==> src/rtl/pong_frame_scheduler.sv <==
// Pong game engine driven by a VGA scan position: advances the game once per
// frame (at the first blanked line) and renders a one-bit object mask per pixel.
// Ports:
//   clk, rst           pixel clock, asynchronous active-high reset
//   xpix, ypix         current scan position from the timing generator
//   p1_up .. p2_dn     paddle buttons (synchronous to clk)
//   start              start / restart request, sampled on frame ticks
//   pixval             registered object-present bit for the presented pixel
//   altcolor           high while the game is over
//   score1, score2     player scores 0..9
//   state              IDLE=0, SERVE=1, PLAY=2, OVER=3
module pong_frame_scheduler #(
    parameter int unsigned PADDLE_H     = 64,
    parameter int unsigned PADDLE_W     = 8,
    parameter int unsigned BALL_SZ      = 8,
    parameter int unsigned BALL_STEP    = 2,
    parameter int unsigned PAD_STEP     = 4,
    parameter int unsigned SERVE_FRAMES = 60
) (
    input  logic       clk,
    input  logic       rst,
    input  logic [9:0] xpix,
    input  logic [9:0] ypix,
    input  logic       p1_up,
    input  logic       p1_dn,
    input  logic       p2_up,
    input  logic       p2_dn,
    input  logic       start,
    output logic       pixval,
    output logic       altcolor,
    output logic [3:0] score1,
    output logic [3:0] score2,
    output logic [1:0] state
);

    localparam int unsigned CNT_W = (SERVE_FRAMES > 1) ? $clog2(SERVE_FRAMES) : 1;

    localparam logic [9:0] SCR_W     = 10'd640;
    localparam logic [9:0] SCR_H     = 10'd480;
    localparam logic [9:0] BALL_X0   = 10'd316;
    localparam logic [9:0] BALL_Y0   = 10'd236;
    localparam logic [9:0] PAD_Y0    = 10'd208;
    localparam logic [9:0] LPAD_X    = 10'd16;
    localparam logic [9:0] RPAD_X    = 10'd616;
    localparam logic [9:0] NET_X     = 10'd318;
    localparam logic [9:0] PAD_Y_MAX = 10'(480 - PADDLE_H);
    localparam logic [9:0] BALL_Y_MX = 10'(480 - BALL_SZ);
    localparam logic [9:0] BALL_X_MX = 10'(640 - BALL_SZ);
    localparam logic [9:0] WALL_LO   = 10'(BALL_STEP);
    localparam logic [9:0] WALL_HI   = 10'(480 - BALL_SZ - BALL_STEP);
    localparam logic [9:0] MISS_R_X  = 10'(640 - BALL_SZ - BALL_STEP);
    localparam logic [9:0] HIT_L_X   = 10'(16 + PADDLE_W);
    localparam logic [3:0] SCORE_MAX = 4'd9;
    localparam logic [CNT_W-1:0] CNT_LAST = CNT_W'(SERVE_FRAMES - 1);

    typedef enum logic [1:0] {
        ST_IDLE  = 2'd0,
        ST_SERVE = 2'd1,
        ST_PLAY  = 2'd2,
        ST_OVER  = 2'd3
    } state_t;

    state_t           state_q,    state_d;
    logic             tick_q,     tick_d;
    logic             pixval_q,   pixval_d;
    logic             altcolor_q, altcolor_d;
    logic [9:0]       ball_x_q,   ball_x_d;
    logic [9:0]       ball_y_q,   ball_y_d;
    logic             dx_q,       dx_d;      // 1 = moving right
    logic             dy_q,       dy_d;      // 1 = moving down
    logic [9:0]       pad1_q,     pad1_d;
    logic [9:0]       pad2_q,     pad2_d;
    logic [3:0]       score1_q,   score1_d;
    logic [3:0]       score2_q,   score2_d;
    logic [CNT_W-1:0] cnt_q,      cnt_d;

    logic       in_ball, in_lpad, in_rpad, in_net, on_screen;
    logic       hit_l, hit_r, miss_l, miss_r;
    logic       dx_new;
    logic [10:0] x_right;

    // Paddle step with saturation at both screen limits.
    function automatic logic [9:0] pad_next(input logic [9:0] y,
                                            input logic up,
                                            input logic dn);
        logic [10:0] sum;
        logic [9:0]  res;
        sum = {1'b0, y} + 11'(PAD_STEP);
        res = y;
        if (up && !dn) begin
            res = (y > 10'(PAD_STEP)) ? (y - 10'(PAD_STEP)) : 10'd0;
        end else if (dn && !up) begin
            res = (sum > {1'b0, PAD_Y_MAX}) ? PAD_Y_MAX : sum[9:0];
        end
        return res;
    endfunction

    // Ball vertical span intersects paddle vertical span.
    function automatic logic spans(input logic [9:0] by, input logic [9:0] py);
        return ({1'b0, by} < ({1'b0, py} + 11'(PADDLE_H))) &&
               (({1'b0, by} + 11'(BALL_SZ)) > {1'b0, py});
    endfunction

    function automatic logic [3:0] sat_inc(input logic [3:0] s);
        return (s >= SCORE_MAX) ? SCORE_MAX : (s + 4'd1);
    endfunction

    // Pixel mask and frame tick from the presented scan position.
    always_comb begin
        tick_d    = (xpix == 10'd0) && (ypix == SCR_H);
        on_screen = (xpix < SCR_W) && (ypix < SCR_H);
        in_ball   = (xpix >= ball_x_q) && ({1'b0, xpix} < ({1'b0, ball_x_q} + 11'(BALL_SZ))) &&
                    (ypix >= ball_y_q) && ({1'b0, ypix} < ({1'b0, ball_y_q} + 11'(BALL_SZ)));
        in_lpad   = (xpix >= LPAD_X) && ({1'b0, xpix} < ({1'b0, LPAD_X} + 11'(PADDLE_W))) &&
                    (ypix >= pad1_q) && ({1'b0, ypix} < ({1'b0, pad1_q} + 11'(PADDLE_H)));
        in_rpad   = (xpix >= RPAD_X) && ({1'b0, xpix} < ({1'b0, RPAD_X} + 11'(PADDLE_W))) &&
                    (ypix >= pad2_q) && ({1'b0, ypix} < ({1'b0, pad2_q} + 11'(PADDLE_H)));
        in_net    = ((xpix == NET_X) || (xpix == (NET_X + 10'd1))) && !ypix[3];
        pixval_d  = on_screen && (in_ball || in_lpad || in_rpad || in_net);
    end

    // Collision and miss detection on the pre-update positions.
    always_comb begin
        hit_l  = !dx_q && (ball_x_q <= HIT_L_X) && spans(ball_y_q, pad1_q);
        hit_r  = dx_q && (({1'b0, ball_x_q} + 11'(BALL_SZ)) >= {1'b0, RPAD_X}) &&
                 spans(ball_y_q, pad2_q);
        miss_l = !dx_q && (ball_x_q <= WALL_LO) && !hit_l;
        miss_r = dx_q && (ball_x_q >= MISS_R_X) && !hit_r;
        dx_new = hit_l ? 1'b1 : (hit_r ? 1'b0 : dx_q);
        x_right = {1'b0, ball_x_q} + 11'(BALL_STEP);
    end

    // Game state machine: next state and datapath, all gated by the frame tick.
    always_comb begin
        state_d  = state_q;
        ball_x_d = ball_x_q;
        ball_y_d = ball_y_q;
        dx_d     = dx_q;
        dy_d     = dy_q;
        pad1_d   = pad1_q;
        pad2_d   = pad2_q;
        score1_d = score1_q;
        score2_d = score2_q;
        cnt_d    = cnt_q;

        if (tick_q) begin
            pad1_d = pad_next(pad1_q, p1_up, p1_dn);
            pad2_d = pad_next(pad2_q, p2_up, p2_dn);
            case (state_q)
                ST_IDLE: begin
                    ball_x_d = BALL_X0;
                    ball_y_d = BALL_Y0;
                    if (start) begin
                        state_d = ST_SERVE;
                        dx_d    = 1'b1;
                        dy_d    = 1'b1;
                        cnt_d   = '0;
                    end
                end
                ST_SERVE: begin
                    ball_x_d = BALL_X0;
                    ball_y_d = BALL_Y0;
                    if (cnt_q == CNT_LAST) begin
                        state_d = ST_PLAY;
                        cnt_d   = '0;
                    end else begin
                        cnt_d = cnt_q + 1'b1;
                    end
                end
                ST_PLAY: begin
                    if (miss_l) begin
                        score2_d = sat_inc(score2_q);
                        if (score2_q >= (SCORE_MAX - 4'd1)) begin
                            state_d = ST_OVER;
                        end else begin
                            state_d  = ST_SERVE;
                            cnt_d    = '0;
                            dx_d     = 1'b0;
                            ball_x_d = BALL_X0;
                            ball_y_d = BALL_Y0;
                        end
                    end else if (miss_r) begin
                        score1_d = sat_inc(score1_q);
                        if (score1_q >= (SCORE_MAX - 4'd1)) begin
                            state_d = ST_OVER;
                        end else begin
                            state_d  = ST_SERVE;
                            cnt_d    = '0;
                            dx_d     = 1'b1;
                            ball_x_d = BALL_X0;
                            ball_y_d = BALL_Y0;
                        end
                    end else begin
                        // Walls clamp to the screen edge; otherwise step vertically.
                        if (!dy_q && (ball_y_q <= WALL_LO)) begin
                            dy_d     = 1'b1;
                            ball_y_d = 10'd0;
                        end else if (dy_q && (ball_y_q >= WALL_HI)) begin
                            dy_d     = 1'b0;
                            ball_y_d = BALL_Y_MX;
                        end else if (dy_q) begin
                            ball_y_d = ball_y_q + 10'(BALL_STEP);
                        end else begin
                            ball_y_d = ball_y_q - 10'(BALL_STEP);
                        end
                        // Paddle bounce takes effect on this tick's horizontal step.
                        dx_d = dx_new;
                        if (dx_new) begin
                            ball_x_d = (x_right > {1'b0, BALL_X_MX}) ? BALL_X_MX : x_right[9:0];
                        end else begin
                            ball_x_d = (ball_x_q > WALL_LO) ? (ball_x_q - 10'(BALL_STEP)) : 10'd0;
                        end
                    end
                end
                ST_OVER: begin
                    if (start) begin
                        state_d  = ST_IDLE;
                        ball_x_d = BALL_X0;
                        ball_y_d = BALL_Y0;
                        dx_d     = 1'b1;
                        dy_d     = 1'b1;
                        score1_d = 4'd0;
                        score2_d = 4'd0;
                        cnt_d    = '0;
                    end
                end
                default: state_d = ST_IDLE;
            endcase
        end

        altcolor_d = (state_d == ST_OVER);
    end

    // State and datapath registers.
    always_ff @(posedge clk or posedge rst) begin
        if (rst) begin
            state_q    <= ST_IDLE;
            tick_q     <= 1'b0;
            pixval_q   <= 1'b0;
            altcolor_q <= 1'b0;
            ball_x_q   <= BALL_X0;
            ball_y_q   <= BALL_Y0;
            dx_q       <= 1'b1;
            dy_q       <= 1'b1;
            pad1_q     <= PAD_Y0;
            pad2_q     <= PAD_Y0;
            score1_q   <= 4'd0;
            score2_q   <= 4'd0;
            cnt_q      <= '0;
        end else begin
            state_q    <= state_d;
            tick_q     <= tick_d;
            pixval_q   <= pixval_d;
            altcolor_q <= altcolor_d;
            ball_x_q   <= ball_x_d;
            ball_y_q   <= ball_y_d;
            dx_q       <= dx_d;
            dy_q       <= dy_d;
            pad1_q     <= pad1_d;
            pad2_q     <= pad2_d;
            score1_q   <= score1_d;
            score2_q   <= score2_d;
            cnt_q      <= cnt_d;
        end
    end

    assign pixval   = pixval_q;
    assign altcolor = altcolor_q;
    assign score1   = score1_q;
    assign score2   = score2_q;
    assign state    = state_q;

endmodule

==> config.mk <==
export PLATFORM = sky130hd
export DESIGN_NAME = pong_frame_scheduler
export DESIGN_NICKNAME = d
export VERILOG_FILES = /design/src/rtl/pong_frame_scheduler.sv
export SDC_FILE = /design/constraint.sdc
export NUM_CORES = 1
export LEC_CHECK = 0
export CAP_MARGIN = 20
export CELL_PAD_IN_SITES_DETAIL_PLACEMENT = 0
export CELL_PAD_IN_SITES_GLOBAL_PLACEMENT = 2
export CORE_ASPECT_RATIO = 1.75
export CORE_MARGIN = 3
export CORE_UTILIZATION = 38
export CTS_BUF_LIST = sky130_fd_sc_hd__clkbuf_16
export DETAILED_ROUTE_END_ITERATION = 8
export GPL_ROUTABILITY_DRIVEN = 0
export MAX_ROUTING_LAYER = met4
export PLACE_DENSITY_LB_ADDON = 0.1
export SLEW_MARGIN = 20
export SYNTH_ARGS = -nofsm -noshare
export SYNTH_HDL_FRONTEND = slang
export SYNTH_SLANG_ARGS = --single-unit
==> constraint.sdc <==
create_clock -name clk -period 4.5 [get_ports clk]
set_input_delay 0.45 -clock clk [delete_from_list [all_inputs] [get_ports clk]]
set_output_delay 0.45 -clock clk [all_outputs]
set_load 0.005 [all_outputs]
Word level (Yosys, flattened, before mapping)
Cells that the tools add are included.
- flip-flop bits (word level): 61
- latch bits: 0
- bits in writable memories: 0
- ROM bits: 0
- input bits: 27
- logic and storage cells: 202
- memories: 0
- $add $sub $neg: 15
- $mul: 0
- div/mod/pow operators: 0
- $lt $le $gt $ge: 34
- equality and inequality tests: 19
- shift operators: 0
- multiplexer cells: 63
- bitwise logic cells: 0
- reduce and logical (&&, ||, !) cells: 58
- operator list (cell ; count):
    $mux 10 ; 24
    $lt 10x11->1 ; 6
    $pmux 10 s3 ; 2
    $ge 10x10->1 ; 4
    $mux 6 ; 6
    $eq 10x9->1 const B ; 3
    $logic_and 1x1->1 ; 29
    $mux 4 ; 6
    $add 10x3->11 const B ; 2
    $add 10x4->11 const B ; 2
    $add 10x7->11 const B ; 2
    $gt 11x10->1 ; 2
    $gt 11x9->1 const B ; 2
    $ge 10x10->1 const B ; 2
    $gt 10x3->1 const B ; 2
    $le 10x2->1 const B ; 2
    $lt 10x10->1 const B ; 2
    $sub 10x2->10 const B ; 2
    $sub 10x3->10 const B ; 2
    $pmux 6 s3 ; 1
    $ge 4x4->1 const B ; 4
    $mux 2 ; 8
    $pmux 4 s2 ; 2
    $reduce_and 5->1 ; 3
    other kinds (31) ; 69

Depth between registers and ports, before layout
- depth in word-level cells: 11
- depth in mapped cells: 14
- gate-level depth less buffers: 12

Worst setup path after synthesis
No wires, ideal clock.
- path type: flip-flop to flip-flop
- start point: reg ball_y_q[7]
- end point: reg ball_x_q[7]
- data arrival time: 3.370 ns
- data required time: 4.379 ns
- setup slack: 1.009 ns
- stages on the path, launching flop included: 15
- clock period less this slack: 3.491 ns
- cells stage by stage: dfstp_2 > buf_2 > and3_1 > and3_1 > xnor2_1 > ha_1 > nand4_1 > or3_1 > nor3_1 > a211oi_2 > a2111oi_2 > buf_4 > nor3b_1 > a31o_1 > a22o_1
- word-level cells in the longest chain between the ends: 10
- elaborated cells between the ends (all ways): 22
- those cells by class: add/sub (1); order compare (4); eq/ne (2); mux (6); reduce/logical (9)
- ends and longest elaborated chain (element ; line ; text):
    start, declared ; 68 ; logic [9:0] ball_y_q, ball_y_d;
    start signal, assigned ; 256 ; ball_y_q <= ball_y_d;
    $add 10x4->11 ; 101 ; (({1'b0, by} + 11'(BALL_SZ)) > {1'b0, py});
    $gt 11x10->1 ; 101 ;
    $logic_and 1x1->1 ; 100 ; return ({1'b0, by} < ({1'b0, py} + 11'(PADDLE_H))) &&
    $logic_and 1x1->1 ; 125 ; hit_r = dx_q && (({1'b0, ball_x_q} + 11'(BALL_SZ)) >= {1'b0, RPAD_X}) &&
    $mux 1 (2 in a row) ; 129 ; dx_new = hit_l ? 1'b1 : (hit_r ? 1'b0 : dx_q);
    $mux 10 ; 208 ; if (dx_new) begin
    $mux 10 ; 182 ; end else if (miss_r) begin
    $mux 10 ; 171 ; if (miss_l) begin
    $pmux 10 s3 ; 149 ; case (state_q)
    end signal, assigned ; 255 ; ball_x_q <= ball_x_d;
    end, declared ; 67 ; logic [9:0] ball_x_q, ball_x_d;
Parallel ways exist; a longest one is shown, timed or not.
A chain may end at the register's enable or synchronous reset.

Final worst setup path
- start point: reg ball_y_q[3]
- end point: reg ball_x_q[1]
Same word-level chain as after synthesis.

==> results.sh <==
export IMPL_setup_violations=0
export IMPL_grt_max_degree=36
export IMPL_cts_tree="yes"
export IMPL_finalHoldViolCount=0
export IMPL_track_usage_pct=24.06
export IMPL_timing_rr_end="ball_x_q[1]"
export IMPL_drt_initial_drc_count=312
export IMPL_top_layer_used="met4"
export IMPL_dieWidth_um=107.7
export IMPL_grt_pass1_wl_um=36580
export IMPL_cp_endpoint="ball_x_q[1]"
export IMPL_min_period_ps=4071
export IMPL_multi_input_area_um2=5049
export IMPL_endpoint_kind="register"
export IMPL_clk_latency_ps=310
export IMPL_seqCellArea_um2=1399
export IMPL_num_rows=64
export IMPL_critical_path_class="register to register"
export IMPL_antenna_found_initial=0
export IMPL_dr_wl_met2_um=12880
export IMPL_finClkSkew_ps=14.91
export IMPL_synth_edf_count=0
export IMPL_p_int_uw=765.4
export IMPL_met1_length_um=8382
export IMPL_drt_wl_total_um=23040
export IMPL_hold_slack_ps=476.4
export IMPL_max_vdd_ir_drop_mv=0.1675
export IMPL_synth_area_leader_cell="ha_1"
export IMPL_power_density_nw_per_um2=141.0
export IMPL_wl_met3_um=472
export IMPL_antenna_cells=0
export IMPL_dp_hpwl_um=18500
export IMPL_async_reset_ff_share_pct=100.0
export IMPL_firstDrtPassIters=5
export IMPL_routedWlPerCell_um=21.22
export IMPL_synth_area_top_cells="ha_1 (23%), dfrtp_1 (13%), dfstp_2 (6.9%)"
export IMPL_nNetsFinal=1007
export IMPL_vias_per_cell=6.000
export IMPL_cts_root_buf="clkbuf_16"
export IMPL_hold_class="primary input to async pin"
export IMPL_cts_buffer_depth=2
export IMPL_dieArea_um2=19810
export IMPL_syn_inst=834
export IMPL_slew_headroom_pct=32.08
export IMPL_period_share_pct=90.46
export IMPL_drive_gt1_share_pct=7.135
export IMPL_reg2reg_depth=11
export IMPL_cts_inserted_buffers=5
export IMPL_coreArea_um2=17620
export IMPL_p_seq_share_pct=46.2
export IMPL_p_comb_share_pct=11.5
export IMPL_numPortBuffers=38
export IMPL_synth_area_um2=6878
export IMPL_die_h_um=184.0
export IMPL_overflow=0
export IMPL_ctsResizeCount=0
export IMPL_drc=0
export IMPL_p_switching_uw=306.4
export IMPL_worstPathArrival_ps=4260
export IMPL_crit_path_start_kind="register"
export IMPL_leakage_nw=3.300
export IMPL_critPathMaxFanout=24
export IMPL_swShare_pct=28.59
export IMPL_postCtsHoldBufs=0
export IMPL_synthFlopType="dfrtp_1"
export IMPL_tightest_slew_ps=1016
export IMPL_synth_distinct_cells=86
export IMPL_synth_top_cell_area_share_pct=22.92
export IMPL_start_util_pct=39.04
export IMPL_cap_viol_max_count=0
export IMPL_num_vias=6516
export IMPL_cts_sinks=55
export IMPL_io_pins=39
export IMPL_crit_path_start="ball_y_q[3]"
export IMPL_yosysSeqAreaShare_pct=20.34
export IMPL_synthToLayoutAreaGrowth_pct=10.51
export IMPL_fmax_ghz=0.2456
export IMPL_grt_pass1_vias=6790
export IMPL_reg2reg_from="ball_y_q[3]"
export IMPL_num_fill_cells=1812
export IMPL_ant_nets=0
export IMPL_ys_warn_count=0
export IMPL_clk_pin_slew_ps=90
export IMPL_synth_most_common_cell="ha_1"
export IMPL_finalMaxSlewViolations=0
export IMPL_ys_ff_latch=55
export IMPL_synth_avg_cell_area_um2=8.247
export IMPL_rsz0062_at_grt="false"
export IMPL_tns_ps=0
export IMPL_h_tree_depth=2
export IMPL_clkPwrFrac_pct=42.3
export IMPL_postCtsSetupRepairBufs=0
export IMPL_synth_nets=987
export IMPL_synth_common_cells="ha_1 (126), inv_1 (71), nand2_1 (65)"
export IMPL_required_ps=4690
export IMPL_outcome="complete, no violations"
export IMPL_reg2reg_slack_ps=430
## final cells by class
cell class              instances  share of cell area, %
repair buffers                 45                  5.695
multi-input cells             674                  66.42
well taps                     231                  3.802
flip-flops and latches         55                  18.40
inverters                      73                  3.621
clock inverters                 3                 0.4115
clock buffers                   5                  1.646
## state kept, by name (all words and copies together) (netlist names)
name,count
altcolor,1
ball_x_q,9
ball_y_q,9
cnt_q,6
dx_q,1
dy_q,1
pad1_q,8
pad2_q,8
pixval,1
score1,4
score2,4
state,2
tick_q,1
## cell usage in the layout (no fill, tap or decap), types with 6 or more instances in the layout
cell type / instances
o21a_1: 14
a31oi_1: 21
ha_1: 126
a211o_1: 7
nand2_1: 65
nor2_1: 40
clkdlybuf4s50_1: 38
nand4_1: 15
nor2b_1: 9
a211oi_1: 11
o31ai_1: 8
and3_1: 14
o22ai_1: 7
nand2b_1: 12
o21ai_0: 51
nor3_1: 25
buf_4: 7
xnor2_1: 25
dfrtp_1: 37
a22o_1: 6
nand3_1: 29
o211ai_1: 6
dfstp_2: 18
a21oi_1: 55
a21o_1: 8
inv_1: 70
o22a_1: 10
## routing by layer
metal,vias to the layer above,track usage (%)
met1,3195,23.55
met4,0,12.49
li1,3136,-
met2,126,46.19
met3,59,1.722
met5,-,-
## power by group through the flow
stage / sequential [mW] / clock [mW] / combinational (mW)
after floorplan: 0.504 / 0 / 0.0592
after global placement: 0.504 / 0 / 0.122
after detailed placement: 0.504 / 0 / 0.125
after CTS: 0.495 / 0.469 / 0.126
after global routing: 0.495 / 0.480 / 0.139
final: 0.495 / 0.453 / 0.124
## worst max-delay path, cell delays in order, from the launching register on
cell and delay (ps):
dfstp_2 640, ha_1 260, xor2_1 320, ha_1 330
and4_1 200, nor2b_1 130, o31a_1 290, o22ai_1 220
o21ai_2 190, o211ai_2 870, nor2_1 240, a22o_1 250
## through the flow
stage / worst slack (ps) / power [mW] / instances / cell area [um^2] / util, %
floorplan: 1009 / 0.5632 / 834 / 6878 / -
global placement: 676.8 / 0.6265 / 1078 / 7445 / 42.26
detailed placement: 531.9 / 0.6291 / 1078 / 7445 / 42.26
CTS: 488.7 / 1.090 / 1086 / 7601 / 43.15
global route: 204.9 / 1.115 / 1086 / 7601 / 43.15
finish: 429.1 / 1.072 / 1086 / 7601 / 43.15
## cells by family (layout without fill, tap and decap cells)
kind of cell / count (synthesis) / count (layout) / synth area share (%)
multiplexers: 9 / 9 / 1.383
adder cells (fa/ha/maj): 126 / 126 / 22.92
AND/OR/NAND/NOR: 248 / 248 / 18.83
XOR/XNOR: 27 / 27 / 3.438
buffers and inverters: 105 / 126 / 6.258
flip-flops: 55 / 55 / 20.34
AO/OA/AOI/OAI: 264 / 264 / 26.83
## worst min path at each step
| stage | startpoint | endpoint | slack [ps] | cells past startpoint |
|---|---|---|---|---|
| 2_1_floorplan | cnt_q[5] | cnt_q[5] | 450 | 1 |
| 3_3_place_gp | cnt_q[5] | cnt_q[5] | 470 | 1 |
| 3_5_place_dp | cnt_q[5] | cnt_q[5] | 470 | 1 |
| 4_1_cts | rst | cnt_q[4] | 500 | 2 |
| 5_1_grt | cnt_q[5] | cnt_q[5] | 510 | 1 |
| 6_report | rst | cnt_q[3] | 480 | 2 |
Note: power is estimated with default switching activity, not from simulation.
==> patch: new RTL, same settings <==
The output `pixval` loses its register stage (`pixval_q` becomes a continuous assignment).
--- a/src/rtl/pong_frame_scheduler.sv
+++ b/src/rtl/pong_frame_scheduler.sv
@@ -238,3 +238,2 @@
             tick_q     <= 1'b0;
-            pixval_q   <= 1'b0;
             altcolor_q <= 1'b0;
@@ -252,3 +251,2 @@
             tick_q     <= tick_d;
-            pixval_q   <= pixval_d;
             altcolor_q <= altcolor_d;
@@ -266,2 +264,4 @@
 
+    assign pixval_q = pixval_d;
+
     assign pixval   = pixval_q;
Function: changed (Yosys sat finds a counterexample within 4 cycles, from zero or initial values and one cycle with rst high).
==> patch against the unedited design <==
Synthesized area fell by 1.6%; clock skew is 8.0 ps lower; sequential cell count shrank 1; final area fell by 0.36%; total power is 4.9% higher; routed wire length down 0.79%; worst setup slack worse by 96 ps.
==> patch: results (changes against the unedited design) <==
metric,value,unit,change
Crit Path Max Fanout,11,,-54%
met2 usage in global routing,0.470,,+0.00861
Lkg Pwr,3.23,nW,-2.1%
Max-slew headroom,0.488,,+0.167
"Reg clk slew, reported paths",80,ps,
GRT met3 Usage,0.0209,,+0.00366
DR pass1 iterations,7,,+2
Worst Path Arrival,3720,ps,-540 ps
wire per inst,20.5,µm,-3.3%
Post-Synth XOR/XNOR Area,0.0272,,-0.00721
share of cells above drive strength 1,0.0600,,-0.0113
Max VDD drop,0.131,mV,-22%
Commonest cells post-synth,"ha_1, a21oi_1, inv_1",,
Mapped Avg Cell Area,7.92,µm²,-4.0%
post-synthesis adder-cell area fraction,0.233,,+0.00373
mux share of post-synthesis cell area,0.00499,,-0.00883
dpl ws,356,ps,-176 ps
largest net degree at the start of global routing,55,,+53%
Layout Nets,1035,,+2.8%
flop2flop setup slack,430,ps,about the same
compound-cell area share of the yosys netlist,0.285,,+0.0168
sequential area share after synthesis,0.203,,-0.000389
reg2reg end,ball_x_q[7],,
GR Util met1,0.244,,+0.00810
hold_ws,494,ps,+18.1 ps
first-pass GRT wire length,36600,µm,+0.11%
Hold Crit Class,register to register,,
vias in the first global route,6744,,-0.68%
worst-case reg-to-reg path depth,12,,+1
internal power,0.817,mW,+6.7%
metal1 wirelength,8440,µm,+0.66%
Detail Route met3 WL,502,µm,+6.4%
GRT Util Overall,0.244,,+0.00317
status,"finished, final reports clean",,
Avg Vias per Cell,5.96,,-0.66%
crit path max-delay cell type,dfstp_2,,
[patch: layout make-up]
cell class                 count  area (µm²)
fill                        1850        9880
multi-input combinational    697        5000
sequential                    54        1380
timing repair buffer          47         448
inverter                      77         289
tap                          231         289
clock buffer                   5         125
clock inverter                 3        47.5
[patch: worst max-delay path by stage]
stage	from	end	slack, ps	depth (start not counted)
floorplan	ball_y_q[3]	ball_x_q[7]	1000	13
global placement	ypix[3]	pixval	430	12
detailed placement	ypix[3]	pixval	360	12
CTS	ball_x_q[3]	pixval	220	11
global route	ball_x_q[3]	pixval	2	11
finish	ball_y_q[3]	pixval	330	12
[patch: power by group through the flow]
stage	clock network, mW	registers (mW)	logic (mW)
4_1_cts	0.498	0.495	0.144
2_1_floorplan	0	0.502	0.0762
3_5_place_dp	0	0.503	0.144
5_1_grt	0.510	0.495	0.163
3_3_place_gp	0	0.503	0.140
6_report	0.488	0.495	0.142
